<file path="src/rtl/peripheral_ahb3_pkg.sv">
// AHB3-Lite protocol constants shared by the GPIO bridge arbiter
// and any future multi-master AHB blocks.
package peripheral_ahb3_pkg;

  localparam logic [1:0] HTRANS_IDLE   = 2'b00;
  localparam logic [1:0] HTRANS_BUSY   = 2'b01;
  localparam logic [1:0] HTRANS_NONSEQ = 2'b10;
  localparam logic [1:0] HTRANS_SEQ    = 2'b11;

  localparam logic [2:0] HBURST_SINGLE = 3'd0;
  localparam logic [2:0] HBURST_INCR   = 3'd1;
  localparam logic [2:0] HBURST_WRAP4  = 3'd2;
  localparam logic [2:0] HBURST_INCR4  = 3'd3;
  localparam logic [2:0] HBURST_WRAP8  = 3'd4;
  localparam logic [2:0] HBURST_INCR8  = 3'd5;
  localparam logic [2:0] HBURST_WRAP16 = 3'd6;
  localparam logic [2:0] HBURST_INCR16 = 3'd7;

  localparam logic HRESP_OKAY  = 1'b0;
  localparam logic HRESP_ERROR = 1'b1;

  // Beats still owed after the NONSEQ of a fixed-length burst.
  function automatic logic [3:0] burst_beats(input logic [2:0] hburst);
    logic [3:0] n;
    n = 4'd0;
    unique case (1'b1)
      (hburst == HBURST_INCR4 || hburst == HBURST_WRAP4):
        n = 4'd3;
      (hburst == HBURST_INCR8 || hburst == HBURST_WRAP8):
        n = 4'd7;
      (hburst == HBURST_INCR16 || hburst == HBURST_WRAP16):
        n = 4'd15;
      default:
        n = 4'd0;
    endcase
    return n;
  endfunction

endpackage

</file>
<file path="src/rtl/peripheral_arb_rr.sv">
// Combinational round-robin picker: first requester after `last`,
// wrapping around; keeps `last` when nobody else asks.
module peripheral_arb_rr
  import peripheral_ahb3_pkg::*;
#(
  parameter int N  = 3,
  parameter int IW = $clog2(N)
) (
  input  logic [N-1:0]  req,
  input  logic [IW-1:0] last,
  output logic [IW-1:0] nxt
);

  logic [N-1:0] hi_req;

  function automatic logic [IW-1:0] lsb(input logic [N-1:0] v);
    logic [IW-1:0] r;
    r = '0;
    for (int i = N - 1; i >= 0; i--)
      if (v[i]) r = IW'(i);
    return r;
  endfunction

  always_comb begin
    hi_req = '0;
    for (int i = 0; i < N; i++)
      hi_req[i] = req[i] && (i > int'(last));
    nxt = last;
    if (|hi_req)
      nxt = lsb(hi_req);
    else if (|req)
      nxt = lsb(req);
  end

endmodule

</file>
<file path="src/rtl/peripheral_ahb3_arbiter.sv">
// Round-robin AHB3-Lite arbiter sharing the GPIO bridge slave port;
// holds ownership over bursts and locked sequences.
module peripheral_ahb3_arbiter
  import peripheral_ahb3_pkg::*;
#(
  parameter int MASTERS    = 3,
  parameter int HADDR_SIZE = 32,
  parameter int HDATA_SIZE = 32
) (
  input  logic                  HCLK,
  input  logic                  HRESET,

  input  logic [MASTERS-1:0]    mst_HSEL,
  input  logic [HADDR_SIZE-1:0] mst_HADDR     [MASTERS],
  input  logic [HDATA_SIZE-1:0] mst_HWDATA    [MASTERS],
  input  logic [MASTERS-1:0]    mst_HWRITE,
  input  logic [2:0]            mst_HSIZE     [MASTERS],
  input  logic [2:0]            mst_HBURST    [MASTERS],
  input  logic [3:0]            mst_HPROT     [MASTERS],
  input  logic [1:0]            mst_HTRANS    [MASTERS],
  input  logic [MASTERS-1:0]    mst_HMASTLOCK,
  output logic [HDATA_SIZE-1:0] mst_HRDATA    [MASTERS],
  output logic [MASTERS-1:0]    mst_HREADY,
  output logic [MASTERS-1:0]    mst_HRESP,

  output logic                  slv_HSEL,
  output logic [HADDR_SIZE-1:0] slv_HADDR,
  output logic [HDATA_SIZE-1:0] slv_HWDATA,
  output logic                  slv_HWRITE,
  output logic [2:0]            slv_HSIZE,
  output logic [2:0]            slv_HBURST,
  output logic [3:0]            slv_HPROT,
  output logic [1:0]            slv_HTRANS,
  output logic                  slv_HMASTLOCK,
  output logic                  slv_HREADY,
  input  logic                  slv_HREADYOUT,
  input  logic                  slv_HRESP,
  input  logic [HDATA_SIZE-1:0] slv_HRDATA
);

  localparam int GW = $clog2(MASTERS);

  logic [GW-1:0]      gnt;
  logic [GW-1:0]      dph_own;
  logic               dph_vld;
  logic [3:0]         beat_cnt;
  logic               incr_hold;

  logic [MASTERS-1:0] req;
  logic [1:0]         g_trans;
  logic [3:0]         beat_nxt;
  logic               incr_nxt;
  logic               hold;
  logic [GW-1:0]      rr_nxt;
  logic [GW-1:0]      gnt_nxt;

  always_comb begin
    req = '0;
    for (int i = 0; i < MASTERS; i++)
      req[i] = mst_HSEL[i] & mst_HTRANS[i][1];
  end

  // An unselected owner is treated as idle on this port.
  assign g_trans = mst_HSEL[gnt] ? mst_HTRANS[gnt] : HTRANS_IDLE;

  always_comb begin
    beat_nxt = beat_cnt;
    incr_nxt = incr_hold;
    unique case (1'b1)
      (g_trans == HTRANS_IDLE): begin
        beat_nxt = 4'd0;
        incr_nxt = 1'b0;
      end
      (g_trans == HTRANS_NONSEQ): begin
        beat_nxt = burst_beats(mst_HBURST[gnt]);
        incr_nxt = (mst_HBURST[gnt] == HBURST_INCR);
      end
      (g_trans == HTRANS_SEQ): begin
        if (beat_cnt != 4'd0)
          beat_nxt = beat_cnt - 4'd1;
      end
      default: begin
        beat_nxt = beat_cnt;
        incr_nxt = incr_hold;
      end
    endcase
  end

  assign hold = (beat_nxt != 4'd0)
              | incr_nxt
              | mst_HMASTLOCK[gnt];

  peripheral_arb_rr #(
    .N  (MASTERS),
    .IW (GW)
  ) u_rr (
    .req  (req),
    .last (gnt),
    .nxt  (rr_nxt)
  );

  assign gnt_nxt = hold ? gnt : rr_nxt;

  always_ff @(posedge HCLK) begin
    if (HRESET) begin
      gnt       <= '0;
      dph_own   <= '0;
      dph_vld   <= 1'b0;
      beat_cnt  <= 4'd0;
      incr_hold <= 1'b0;
    end else if (slv_HREADYOUT) begin
      gnt       <= gnt_nxt;
      dph_own   <= gnt;
      dph_vld   <= req[gnt];
      beat_cnt  <= beat_nxt;
      incr_hold <= incr_nxt;
    end
  end

  assign slv_HSEL      = mst_HSEL[gnt];
  assign slv_HADDR     = mst_HADDR[gnt];
  assign slv_HWRITE    = mst_HWRITE[gnt];
  assign slv_HSIZE     = mst_HSIZE[gnt];
  assign slv_HBURST    = mst_HBURST[gnt];
  assign slv_HPROT     = mst_HPROT[gnt];
  assign slv_HTRANS    = mst_HTRANS[gnt];
  assign slv_HMASTLOCK = mst_HMASTLOCK[gnt];
  assign slv_HWDATA    = mst_HWDATA[dph_own];
  assign slv_HREADY    = slv_HREADYOUT;

  // Waiting requesters are stalled; bystanders see a ready bus.
  always_comb begin
    for (int i = 0; i < MASTERS; i++) begin
      if (dph_vld && dph_own == GW'(i)) begin
        mst_HRDATA[i] = slv_HRDATA;
        mst_HRESP[i]  = slv_HRESP;
      end else begin
        mst_HRDATA[i] = '0;
        mst_HRESP[i]  = HRESP_OKAY;
      end
      if (gnt == GW'(i) || (dph_vld && dph_own == GW'(i)))
        mst_HREADY[i] = slv_HREADYOUT;
      else
        mst_HREADY[i] = ~req[i];
    end
  end

endmodule

</file>
<file path="config.mk">
export PLATFORM = sky130hd
export DESIGN_NAME = peripheral_ahb3_arbiter
export DESIGN_NICKNAME = d
export VERILOG_FILES = /design/src/rtl/peripheral_ahb3_pkg.sv /design/src/rtl/peripheral_arb_rr.sv /design/src/rtl/peripheral_ahb3_arbiter.sv
export SDC_FILE = /design/constraint.sdc
export NUM_CORES = 1
export LEC_CHECK = 0
export BUFFER_PORTS_ARGS = -buffer_cell sky130_fd_sc_hd__buf_2
export CAP_MARGIN = 5
export CORE_AREA = 2 2 179 181
export CTS_CLUSTER_DIAMETER = 120
export DETAILED_ROUTE_END_ITERATION = 10
export DIE_AREA = 0 0 181 183
export PLACE_DENSITY = 0.46
export SYNTH_ARGS = -nofsm -noshare
export SYNTH_HDL_FRONTEND = slang
export SYNTH_HIERARCHICAL = 1
export SYNTH_SLANG_ARGS = --single-unit
</file>
<file path="constraint.sdc">
create_clock -name HCLK -period 5.6 [get_ports HCLK]
set_input_delay 0.28 -clock HCLK [delete_from_list [all_inputs] [get_ports HCLK]]
set_output_delay 0.28 -clock HCLK [all_outputs]
set_load 0.01 [all_outputs]
</file>
Word-level counts from Yosys, hierarchy flattened:

Index checks and enable logic that the tools add are counted.

* input port bits: 273
* bits in registers: 10
* output and inout port bits: 182

* magnitude comparators: 5
* add/subtract/negate cells: 1
* muxes and demuxes: 47
* reduce and logical (&&, ||, !) cells: 20
* bitwise gates (word level): 11
* eq/ne operators: 13

Operators by type and width (number)
* $mux 32: 7
* $bmux 32 s2: 2
* $pmux 4 s3: 2
* $mux 2: 10
* $bmux 3 s2: 2
* $eq 3x3->1 const B: 4
* $mux 3: 4
* $mux 4: 3
* $mux 1: 10
* $bmux 1 s2: 4
* $bmux 4 s2: 1
* $eq 2x2->1 const B: 4
* $reduce_bool 4->1: 2
* $eq 3x2->1 const B: 2
* $ge 3x3->1 const B: 2
* $logic_not 2->1: 3
* $logic_or 1x1->1: 6
* $not 2->3: 2
* $logic_and 1x1->1: 5
* $bmux 2 s2: 1
* $eq 2x1->1 const B: 2
* $not 1->1: 4
* $sub 4x1->4 const B: 1
* $and 1x1->1: 3
* other kinds (10): 11

Depth between registers and ports, before layout:

Gate-level depths: netlist of run 1.

* depth in word-level cells: 13
* mapped depth: 9

Modules after synthesis:

Netlist of run 1, hierarchy kept.

By module, submodules not included
* peripheral_ahb3_arbiter: instances 1, area each 3070.4 µm², cells an instance 471
* peripheral_arb_rr: instances 1, area each 47.5 µm², cells an instance 7

Worst setup path after synthesis of run 1:

No wires, ideal clock.

* path kind: reg2reg
* from: register gnt[1]
* to: register gnt[0]
* cell stages (with the launch flop): 9
* slack: 3.673 ns
* arrival: 1.855 ns
* cells stage by stage: dfxtp_1 buf_6 mux2i_1 a2bb2oi_2 inv_2 nand2_4 o311ai_1 nor4_2 mux2i_1

RTL lines
* from (decl): line peripheral_ahb3_arbiter.sv:43 `logic [GW-1:0] gnt;`
* from (signal assigned): line peripheral_ahb3_arbiter.sv:112 `gnt <= gnt_nxt;`
* $not 2->3 *
* $bmux 2 s2 *
* $mux 2 * (2 in a row)
* via slv_HTRANS[0]: line peripheral_ahb3_arbiter.sv:33 `output logic [1:0] slv_HTRANS,`
* $mux 2 *: line peripheral_ahb3_arbiter.sv:64 `assign g_trans = mst_HSEL[gnt] ? mst_HTRANS[gnt] : HTRANS_IDLE;`
* $eq 2x2->1 (tied with other cells): line peripheral_ahb3_arbiter.sv:78 `(g_trans == HTRANS_SEQ): begin`
* $pmux 4 s3: line peripheral_ahb3_arbiter.sv:69 `unique case (1'b1)`
* $reduce_bool 4->1: line peripheral_ahb3_arbiter.sv:89 `assign hold = (beat_nxt != 4'd0)`
* $or 1x1->1 *: line peripheral_ahb3_arbiter.sv:90 `| incr_nxt`
* $or 1x1->1 *: line peripheral_ahb3_arbiter.sv:91 `| mst_HMASTLOCK[gnt];`
* $not 1->1 (no line) *
* $reduce_and 3->1 (no line) *

Mark *: on every way through the listed nets, which the timed path passes. The rest lies on a longest branch. The select of a mux whose other input is x is not followed.
A chain may end at the register's enable or synchronous reset.

Final worst setup path of run 1:

* from: register gnt[1]
* to: register gnt[0]

* word-level cells in the longest chain between the ends: 13

RTL lines
* $not 2->3 (not written as such): line peripheral_ahb3_arbiter.sv:64, peripheral_ahb3_arbiter.sv:75, peripheral_ahb3_arbiter.sv:76
* $bmux 3 s2: line peripheral_ahb3_arbiter.sv:75, peripheral_ahb3_arbiter.sv:76
* $mux 3 (not written as such) (2 in a row): line peripheral_ahb3_arbiter.sv:75, peripheral_ahb3_arbiter.sv:76
* $eq 3x3->1 (tied with other cells): line peripheral_ahb3_pkg.sv:31 `(hburst == HBURST_INCR16 || hburst == HBURST_WRAP16):`
* $logic_or 1x1->1, on equally long branches: line peripheral_ahb3_pkg.sv:31, peripheral_ahb3_pkg.sv:27, peripheral_ahb3_pkg.sv:29
* $pmux 4 s3: line peripheral_ahb3_pkg.sv:26 `unique case (1'b1)`
* $pmux 4 s3: line peripheral_ahb3_arbiter.sv:69
* $reduce_bool 4->1: line peripheral_ahb3_arbiter.sv:89
* $or 1x1->1: line peripheral_ahb3_arbiter.sv:90
* $or 1x1->1: line peripheral_ahb3_arbiter.sv:91
* $not 1->1 (no line)
* $reduce_and 3->1 (no line)

Parallel ways exist; a longest one is shown, timed or not. The select of a mux whose other input is x is not followed.

==> out/summary.txt, run 1 <==
Tcrit/Tclk final: 51.16%
Clock Tree Buf Depth: 2
Die area: 33,120 sq um
Final WL: 18.80 mm
Power Total: 578.7 uW
Dominant synthesized flop cell: dfxtp_1
Antenna violations before repair: 0
Yosys synthesis warning count: 6
Mapped Nets: 752
Largest net degree at the start of global routing: 58
Total gr overflow: 0
Vias: 4,932
Drt drc: 0
RD Place Congestion: 0.8137
Synthesized area: 3118 sq um
Status: finished, final reports clean
FILL cells: 3,602
Seq pwr share: 14.5%
Routed vias/inst: 3.782
Die Y: 183 um
Post-synth EDFFs: 0
Max rail drop VDD: 125.7 uV
Clk sink count: 10
Buffers on Ports: 454
Area Growth Syn to Fin: 88.64%
Pleak: 0.002946 uW
Die width: 181 um
CTS tree: built
Yosys reg bits: 10
Period minus WS final: 2.865 ns
Vias in the first global route: 4,633
Row count: 65
Final number of setup-violating endpoints: 0
Post-DRT Antenna Nets: 0
Internal power: 346.8 uW
Avg Inst Size Synth: 6.523 sq um
Setup repair bufs after CTS: 0
Ratio of cells with drive above 1 in the final layout: 53.55%
Critical Path End Type: flop
Fin. max-slew vios: 0
Setup ws final: 2.735 ns
Average routed wire per standard cell: 14.41 um
PD cells: 98.38 nW/um^2
Worst Max-Slew Pin Slew: 1.056 ns
CTS Hold Bufs: 0
Ys async rst share: 0%
Starting Density: 9.984%
CTS Root Cell: clkbuf_16
Layout Utilization: 18.83%
GRT Util Overall: 10.24%
Worst setup SP type: flop
Synth Instances: 478
# IOs: 455
Post-DP HPWL: 16.02 mm
H-Tree Depth: 1
CTS Buf Count: 3
Seq/Total Area, Yosys: 6.421%
Unrepaired setup endpoints after global routing: no
Worst Hold Class: primary input to flop
Yosys cell types: 50
Hold Fails Final Rpt: 0
CP Max Fanout: 57
Core area: 31,230 sq um
Antenna diodes: 0
Resized cells post-CTS: 0
Max-cap viol count: 0
Setup TNS: 0 ns
Clock slew at the register clock pins of the worst setup and hold paths: 0.04 ns
Fmax: 349.1 MHz
Pre-CTS setup slack: 2.676 ns
Layout Nets: 1,177
CP required: 5.71 ns
Wire length of the first global-routing pass: 26.49 mm
Detailed Route Iter0 Violations: 150
Logic gate share of total power: 60.9%
Clock power frac: 24.6%
Rel. slew slack: 29.45%
Worst skew pair latency: 0.24 ns
Switching Share: 40.07%
Layout Skew: 0.005566 ns
DRT Pass-1 Iters: 5
Sw power: 231.9 uW
Worst Setup Path Type: flop to flop
CP arrival: 2.98 ns
## power by group through the flow
| stage | Clock, uW | Sequential (uW) | Combinational, uW |
|---|---|---|---|
| floorplan | 0 | 77.5 | 160 |
| detailed placement | 0 | 85.2 | 356 |
| finish | 142 | 83.6 | 353 |
| global placement | 0 | 85.1 | 356 |
| global route | 149 | 84.7 | 387 |
| CTS | 146 | 83.8 | 358 |
## layout by cell type (no fill, tap or decap), types with 2 or more instances in the layout
master     netlist  routed
buf_4            2       5
inv_1            7       7
o21ai_2          2       2
a211oi_1         2       2
dfxtp_2          0       2
and2_1         103     103
o21ai_0         31      31
nor3_1           3       3
buf_8            0       2
a21oi_1         10      10
nand2_1         85      85
nor2b_1          4       3
clkbuf_16        0       3
o21ai_1         43      43
nand3b_1         2       2
nand3_1          2       2
a31oi_1          2       2
dfxtp_1         10       7
mux2i_1         86      86
o2bb2ai_2        2       2
buf_2            2     454
nor2_2           0       2
nor2_1          15      13
## Yosys cell counts (all sizes together) (2+ instances only)
master | count | area [sq um]
inv | 8 | 30.03
a211oi | 2 | 15.01
a21oi | 10 | 50.05
nor3 | 3 | 15.01
mux2i | 86 | 860.8
o2bb2ai | 3 | 38.79
a31oi | 2 | 12.51
nor2b | 5 | 38.78
nand3b | 2 | 15.01
nor2 | 15 | 56.30
and2 | 103 | 644.4
buf | 14 | 85.08
nand2 | 86 | 330.3
dfxtp | 10 | 200.2
clkbuf | 27 | 101.4
o21ai | 76 | 387.9
nand3 | 2 | 10.01
## sequential cells by signal, indices dropped and copies added (netlist names)
register and flops:
dph_own 2, incr_hold 1, beat_cnt 4, gnt 2, dph_vld 1
## final cells by class
type,instances,area [sq um],area share [%]
Sequential cell,10,206.4,3.510
Tap cell,402,503.0,8.551
Timing Repair Buffer,461,2340,39.78
Clock buffer,4,88.84,1.510
Inverter,8,30.03,0.5105
Multi-Input combinational cell,419,2714,46.14
## worst max-delay path, stage by stage (launching register included)
cell       delay [ns]
dfxtp_4          0.60
nor2b_4          0.94
a2bb2oi_2        0.19
inv_2            0.21
nand2_4          0.10
o311ai_1         0.42
nor4_2           0.13
mux2i_1          0.13
## layer usage
| layer | part of all wire [%] | global-route usage, % | vias up |
|---|---|---|---|
| met4 | 2.2 | 2.569 | 0 |
| met3 | 8.1 | 1.807 | 12 |
| met2 | 49 | 18.74 | 297 |
| met1 | 41 | 12.37 | 2132 |
| li1 | - | - | 2491 |
| met5 | 0 | 0 | - |
## logic make-up (layout without fill, tap and decap cells)
logic type	Yosys count	after routing	share of synthesized area, %
simple gates	223	223	37.44
fa+ha+maj	1	1	0.4012
compound gates	109	109	21.19
buf+inv	49	473	6.942
flops	10	10	6.420
mux	86	86	27.61
## stage by stage
stage,std cells,area (sq um),hold WS [ns]
final,1304,5882,0.3486
after global routing,1304,5882,0.3644
after CTS,1302,5852,0.3570
after detailed placement,1298,5763,0.4984
after global placement,1298,5763,0.4947
after floorplan,478,3118,0.3524
## path summary, 6_finish.rpt
kind,startpoint,to,slack [ns],depth (start not counted)
max,gnt[1],gnt[0],2.74,7
min,HRESET,dph_own[1],0.35,2
max reg2reg,gnt[1],gnt[0],2.74,7
min reg2reg,incr_hold,incr_hold,0.50,2
Power figures use the tool's default switching activity.
==> run 2, diff against run 1 <==
ABC_AREA = 1   (was default)
CORE_AREA = 2 2 176 178   (was 2 2 179 181)
DIE_AREA = 0 0 178 180   (was 0 0 181 183)
PLACE_DENSITY = 0.45   (was 0.46)
clock period = 2.94 ns   (was 5.6 ns; I/O delays follow)
==> out/summary.txt, run 2 <==
CP required: 2.79 ns (-2.92 ns)
Most common cell in the netlist: nand2_1
Sw power: 1166 uW (+400%)
Max-cap viol count: 0 (unchanged)
Vias in the first global route: 5,131 (+11%)
Top reg by flops: beat_cnt
Avg Inst Size Synth: 4.917 sq um (-25%)
Logic gate share of total power: 78.7% (+18 points)
Final WL: 18.59 mm (-1.1%)
Buffers on Ports: 454 (unchanged)
Final number of setup-violating endpoints: 0 (unchanged)
Flop2flop setup slack: 0.77 ns (-1.97 ns)
CTS Root Cell: clkbuf_16
Unrepaired setup endpoints after global routing: no
Drt drc: 0 (unchanged)
Post-DP Area: 5490 sq um (-4.7%)
Die width: 178 um (-1.7%)
Dominant synthesized flop cell: dfxtp_1
Core area: 30,190 sq um (-3.3%)
Max reg flops: 4 (unchanged)
Post-DRT Antenna Nets: 0 (unchanged)
Total gr overflow: 0 (unchanged)
Pleak: 0.003525 uW (+20%)
Worst Setup Path Type: flop to output pin
CP Max Fanout: 41 (-28%)
Worst Max-Slew Pin Slew: 0.6842 ns (-0.3718 ns)
PD cells: 393.6 nW/um^2 (+300%)
Fmax: 435.9 MHz
H-Tree Depth: 1 (unchanged)
Starting Density: 9.284% (-0.70 points)
Yosys synthesis warning count: 6 (unchanged)
Worst Hold Class: primary input to flop
Top Registers: beat_cnt: 4 flops, dph_own: 2 flops, gnt: 2 flops
Mapped Nets: 844 (+12%)
CTS Hold Bufs: 0 (unchanged)
Setup repair bufs after CTS: 0 (unchanged)
Synthesized area: 2803 sq um (-10%)
Routed vias/inst: 3.818 (+0.94%)
Internal power: 1031 uW (+200%)
Period minus WS final: 2.294 ns
Yosys cell types: 28 (-44%)
Wire length of the first global-routing pass: 27.02 mm (+2.0%)
RD Place Congestion: 0.8296 (+2.0%)
Max rail drop VDD: 290.5 uV (+130%)
Antenna violations before repair: 0 (unchanged)
CP arrival: 2.15 ns (-0.83 ns)
Area Growth Syn to Fin: 99.06%
Die area: 32,040 sq um (-3.3%)
Clock slew at the register clock pins of the worst setup and hold paths: 0.04 ns (about the same)
# IOs: 455 (unchanged)
Setup TNS: 0 ns (unchanged)
Commonest non-fill, non-tap cell in the layout: buf_2
Average routed wire per standard cell: 13.30 um (-7.7%)
Ratio of cells with drive above 1 in the final layout: 49.50% (-4.0 points)
Seq pwr share: 8.9% (-5.6 points)
Synth Instances: 570 (+19%)
Largest net degree at the start of global routing: 42 (-28%)
Power Total: 2196 uW (+280%)
Yosys reg bits: 10 (unchanged)
Clock Tree Buf Depth: 2 (unchanged)
Dominant cell type by area after synthesis: nand2_1
Cells after DPL: 1,394 (+7.4%)
Vias: 5,337 (+8.2%)
Post-DP HPWL: 16.11 mm (+0.58%)
Final instance area: 5579 sq um (-5.1%)
Die Y: 180 um (-1.6%)
GRT Util Overall: 10.57% (+0.33 points)
Finished Layout Cells: 1,398 (+7.2%)
Most frequent cells in the layout: buf_2, nand2_1, nor2_1
DRT Pass-1 Iters: 6 (+1)
Ys async rst share: 0% (unchanged)
Clock power frac: 12.4% (-12 points)
Critical Path End Type: output pin
Seq/Total Area, Yosys: 7.143% (+0.72 points)
Status: finished, final reports clean
Layout Skew: 0.002102 ns (-0.003464 ns)
Hold Fails Final Rpt: 0 (unchanged)
Antenna diodes: 0 (unchanged)
Post-synth EDFFs: 0 (unchanged)
Tcrit/Tclk final: 78.04%
CTS tree: built
Worst setup SP type: flop
Worst skew pair latency: 0.24 ns (about the same)
CTS Buf Count: 3 (unchanged)
Leading post-synthesis cells by instance count: nand2_1, nor2_1, a22oi_1, inv_1, clkbuf_1
Clk sink count: 10 (unchanged)
Worst hold slack: 0.1499 ns (-0.1987 ns)
Layout Nets: 1,277 (+8.5%)
Rel. slew slack: 54.32% (+25 points)
FILL cells: 3,530 (-2.0%)
Synth top area cells: nand2_1, a22oi_1, nor2_1
Row count: 64 (-1.5%)
Detailed Route Iter0 Violations: 237 (+58%)
Switching Share: 53.07% (+13 points)
Synth top area share: 27.05% (-0.55 points)
Fin. max-slew vios: 0 (unchanged)
Resized cells post-CTS: 0 (unchanged)
## run 2: changes by cell type after synthesis, moves of 50 or more
cell / before / now
nand2_1: 85 / 202
and2_1: 103 / 0
nor2_1: 15 / 116
mux2i_1: 86 / 0
a22oi_1: 1 / 68
inv_1: 7 / 57
## run 2: cells by family (layout without fill, tap and decap cells)
| group | Yosys count | in the layout | synth area share (%) |
|---|---|---|---|
| compound gates | 93 | 93 | 23.17 |
| fa+ha+maj | 1 | 1 | 0.4464 |
| buf+inv | 98 | 530 | 14.64 |
| flops | 10 | 10 | 7.143 |
| simple gates | 368 | 368 | 54.60 |
## run 2: final cells by class
type                    count  area (sq um)  area share (%)
clock buffers               4         88.84           1.592
repair buffers            464          2347           42.07
inverters                  62         237.7           4.261
well taps                 396         495.5           8.881
multi-input cells         462          2210           39.61
flip-flops and latches     10         200.2           3.588
## run 2: worst paths after layout
check	to	depth (start not counted)	startpoint
worst max-delay path	slv_HSIZE[0]	6	gnt[1]
worst min-delay path	dph_vld	2	HRESET
worst max register to register	gnt[1]	12	gnt[1]
worst min register to register	dph_vld	2	dph_vld
## run 2: per-layer routing
metal | vias up | track usage (%) | routed length [um]
li1 | 2699 | - | -
met1 | 2295 | 11.46 | 7092
met2 | 327 | 20.79 | 9419
met3 | 16 | 1.967 | 1764
met4 | 0 | 2.262 | 316
met5 | - | 0 | 0
## run 2: power groups by stage
stage	Clock (uW)	Sequential [uW]	Combinational, uW
final	272	195	1730
after global routing	283	200	1930
after CTS	277	196	1750
after detailed placement	0	198	1740
after global placement	0	198	1750
after floorplan	0	178	1000
## run 2: worst max-delay path, stage by stage, from the launching register on
cell and delay [ns]:
dfxtp_1 0.75, inv_4 0.18, nor2_2 0.14, buf_4 0.39, nand2_1 0.10, nand2_1 0.16
buf_2 0.16
## run 2: metrics by stage
stage | utilization, % | setup slack (ns)
after detailed placement | 18.19 | 0.7653
final | 18.48 | 0.6457
after floorplan | - | 1.299
after global placement | 18.19 | 0.8034
after global routing | 18.48 | 0.4655
after CTS | 18.48 | 0.6409
==> run 3, diff against run 2 <==
clock period = 2.2 ns   (was 2.94 ns; I/O delays follow)
==> out/summary.txt, run 3 (synthesis gave the netlist of run 2 again) <==
Critical Path End Type: output pin
Buffers on Ports: 454 (unchanged)
Total gr overflow: 0 (unchanged)
RD Place Congestion: 0.8050 (-3.0%)
Unrepaired setup endpoints after global routing: no
Layout Nets: 1,279 (+0.16%)
Fmax: 520.9 MHz
Logic gate share of total power: 79.1% (+0.4 points)
Clock Tree Buf Depth: 2 (unchanged)
Max incr delay on CP: 0.48 ns (-0.27 ns)
Area Growth Syn to Fin: 100.1%
Post-DP HPWL: 16.15 mm (+0.22%)
Worst Max-Slew Pin Slew: 0.4274 ns (-0.2568 ns)
Starting Density: 9.284% (unchanged)
Detailed Route Iter0 Violations: 279 (+18%)
Commonest non-fill, non-tap cell in the layout: buf_2
Top reg by flops: beat_cnt
Worst Setup Path Type: flop to output pin
Multi-input logic area: 2210 sq um (unchanged)
Worst hold slack: 0.1144 ns (-0.03556 ns)
# IOs: 455 (unchanged)
CTS tree: built
CTS Hold Bufs: 0 (unchanged)
Crit path capture: slv_HPROT[3]
Most frequent cells in the layout: buf_2, nand2_1, nor2_1
CP Max Fanout: 40 (-2.4%)
GRT Util Overall: 10.61% (+0.036 points)
FF-to-FF End: gnt[1]
Reg2Reg Depth: 11 (-1)
Layout Skew: 0.0005983 ns (-0.001504 ns)
Max reg flops: 4 (unchanged)
CP Launch Point: gnt[1]
Switching Share: 52.97% (-0.11 points)
Antenna diodes: 0 (unchanged)
Row count: 64 (unchanged)
Core area: 30,190 sq um (unchanged)
Sw power: 1570 uW (+35%)
CP required: 2.09 ns (-0.70 ns)
Internal power: 1394 uW (+35%)
Clock power frac: 12.3% (about the same)
Period minus WS final: 1.920 ns
Ratio of cells with drive above 1 in the final layout: 49.70% (+0.20 points)
Final number of setup-violating endpoints: 0 (unchanged)
Rel. slew slack: 71.50% (+17 points)
Max-cap viol count: 0 (unchanged)
Slowest cell on crit path: dfxtp_2
Antenna violations before repair: 0 (unchanged)
Most used cell, CP: nand2_1
CP cell instances: inv_4 > nor2_2 > buf_4 > nand2_1 > nand2_1 > buf_2
Die area: 32,040 sq um (unchanged)
Top Registers: beat_cnt: 4 flops, dph_own: 2 flops, gnt: 2 flops
Tcrit/Tclk final: 87.26%
Post-DRT Antenna Nets: 0 (unchanged)
Setup repair bufs after CTS: 0 (unchanged)
Resized cells post-CTS: 0 (unchanged)
Reg-to-reg startpoint: gnt[0]
Vias: 5,347 (+0.19%)
Top delay family on crit path: buffers and inverters
Die Y: 180 um (unchanged)
PD cells: 528.5 nW/um^2 (+34%)
Seq. cell area: 201.4 sq um (+0.62%)
Fin. max-slew vios: 0 (unchanged)
Hold Fails Final Rpt: 0 (unchanged)
CP arrival: 1.81 ns (-0.34 ns)
Setup TNS: 0 ns (unchanged)
WP depth: 6 (unchanged)
H-Tree Depth: 1 (unchanged)
Seq pwr share: 8.6% (-0.3 points)
Max rail drop VDD: 363.7 uV (+25%)
Pleak: 0.003538 uW (+0.37%)
Vias in the first global route: 5,164 (+0.64%)
Die width: 178 um (unchanged)
Worst skew pair latency: 0.24 ns (about the same)
CTS Root Cell: clkbuf_16
Status: finished, final reports clean
Flop2flop setup slack: 0.36 ns (-0.41 ns)
Drt drc: 0 (unchanged)
Worst setup SP type: flop
Routed vias/inst: 3.819 (about the same)
Wire length of the first global-routing pass: 26.99 mm (-0.10%)
Worst Hold Class: primary input to flop
Clk sink count: 10 (unchanged)
CTS Buf Count: 3 (unchanged)
Average routed wire per standard cell: 13.39 um (+0.66%)
Clock slew at the register clock pins of the worst setup and hold paths: 0.04 ns (about the same)
Largest net degree at the start of global routing: 41 (-2.4%)
Final WL: 18.74 mm (+0.81%)
Worst path buffer plus inverter count: 3 (unchanged)
DRT Pass-1 Iters: 4 (-2)
FILL cells: 3,488 (-1.2%)
## run 3: cell types whose count changed in the layout (fill, tap and decap cells not counted)
cell,delta
buf_12,+1
buf_4,+1
dfxtp_1,-1
dfxtp_2,+1
## run 3: layout make-up
cell class | instances | share of cell area [%]
Timing Repair Buffer | 466 | 42.35
Multi-Input combinational cell | 462 | 39.40
Tap cell | 396 | 8.835
Inverter | 62 | 4.239
Sequential cell | 10 | 3.592
Clock buffer | 4 | 1.584
## run 3: layer usage
metal  up-vias  global-route usage [%]  part of all wire (%)
li1       2697                       -                     -
met1      2323                   11.18                    38
met2       313                   21.05                    50
met3        14                   2.305                   9.7
met4         0                   2.164                   1.7
met5         -                       0                     0
## run 3: power groups by stage
| stage | registers [uW] | logic (uW) | clock network, uW |
|---|---|---|---|
| after floorplan | 237 | 1340 | 0 |
| after global placement | 255 | 2370 | 0 |
| after detailed placement | 255 | 2370 | 0 |
| after CTS | 252 | 2380 | 369 |
| after global routing | 259 | 2620 | 378 |
| final | 254 | 2350 | 365 |
## run 3: worst reg2reg max path: stages, from the launching register on
cell,delay [ns]
dfxtp_1,0.46
buf_4,0.25
nand3_1,0.11
nand3_2,0.16
nand2_4,0.10
nand3_1,0.11
nand3_1,0.12
nor2_2,0.15
nand2_1,0.08
nor2_2,0.09
nor2_1,0.05
nor2_1,0.09
## run 3: worst min-delay path by stage
stage	start	to	slack, ns	cells after the start
global placement	HRESET	dph_vld	0.35	2
CTS	HRESET	dph_vld	0.11	2
detailed placement	HRESET	dph_vld	0.36	2
finish	HRESET	dph_vld	0.11	2
floorplan	HRESET	dph_vld	0.18	1
global route	HRESET	dph_vld	0.12	2
## run 3: per-stage QoR
step                      instances  total power [uW]  util, %  instance area (sq um)  setup slack, ns
after floorplan                 570              1576        -                   2803           0.5590
after global placement         1396              2627    18.28                   5518           0.3243
after detailed placement       1396              2622    18.28                   5518           0.2773
after CTS                      1400              2998    18.57                   5607          0.07619
after global routing           1400              3258    18.58                   5608           0.1387
final                          1400              2964    18.58                   5608           0.2804
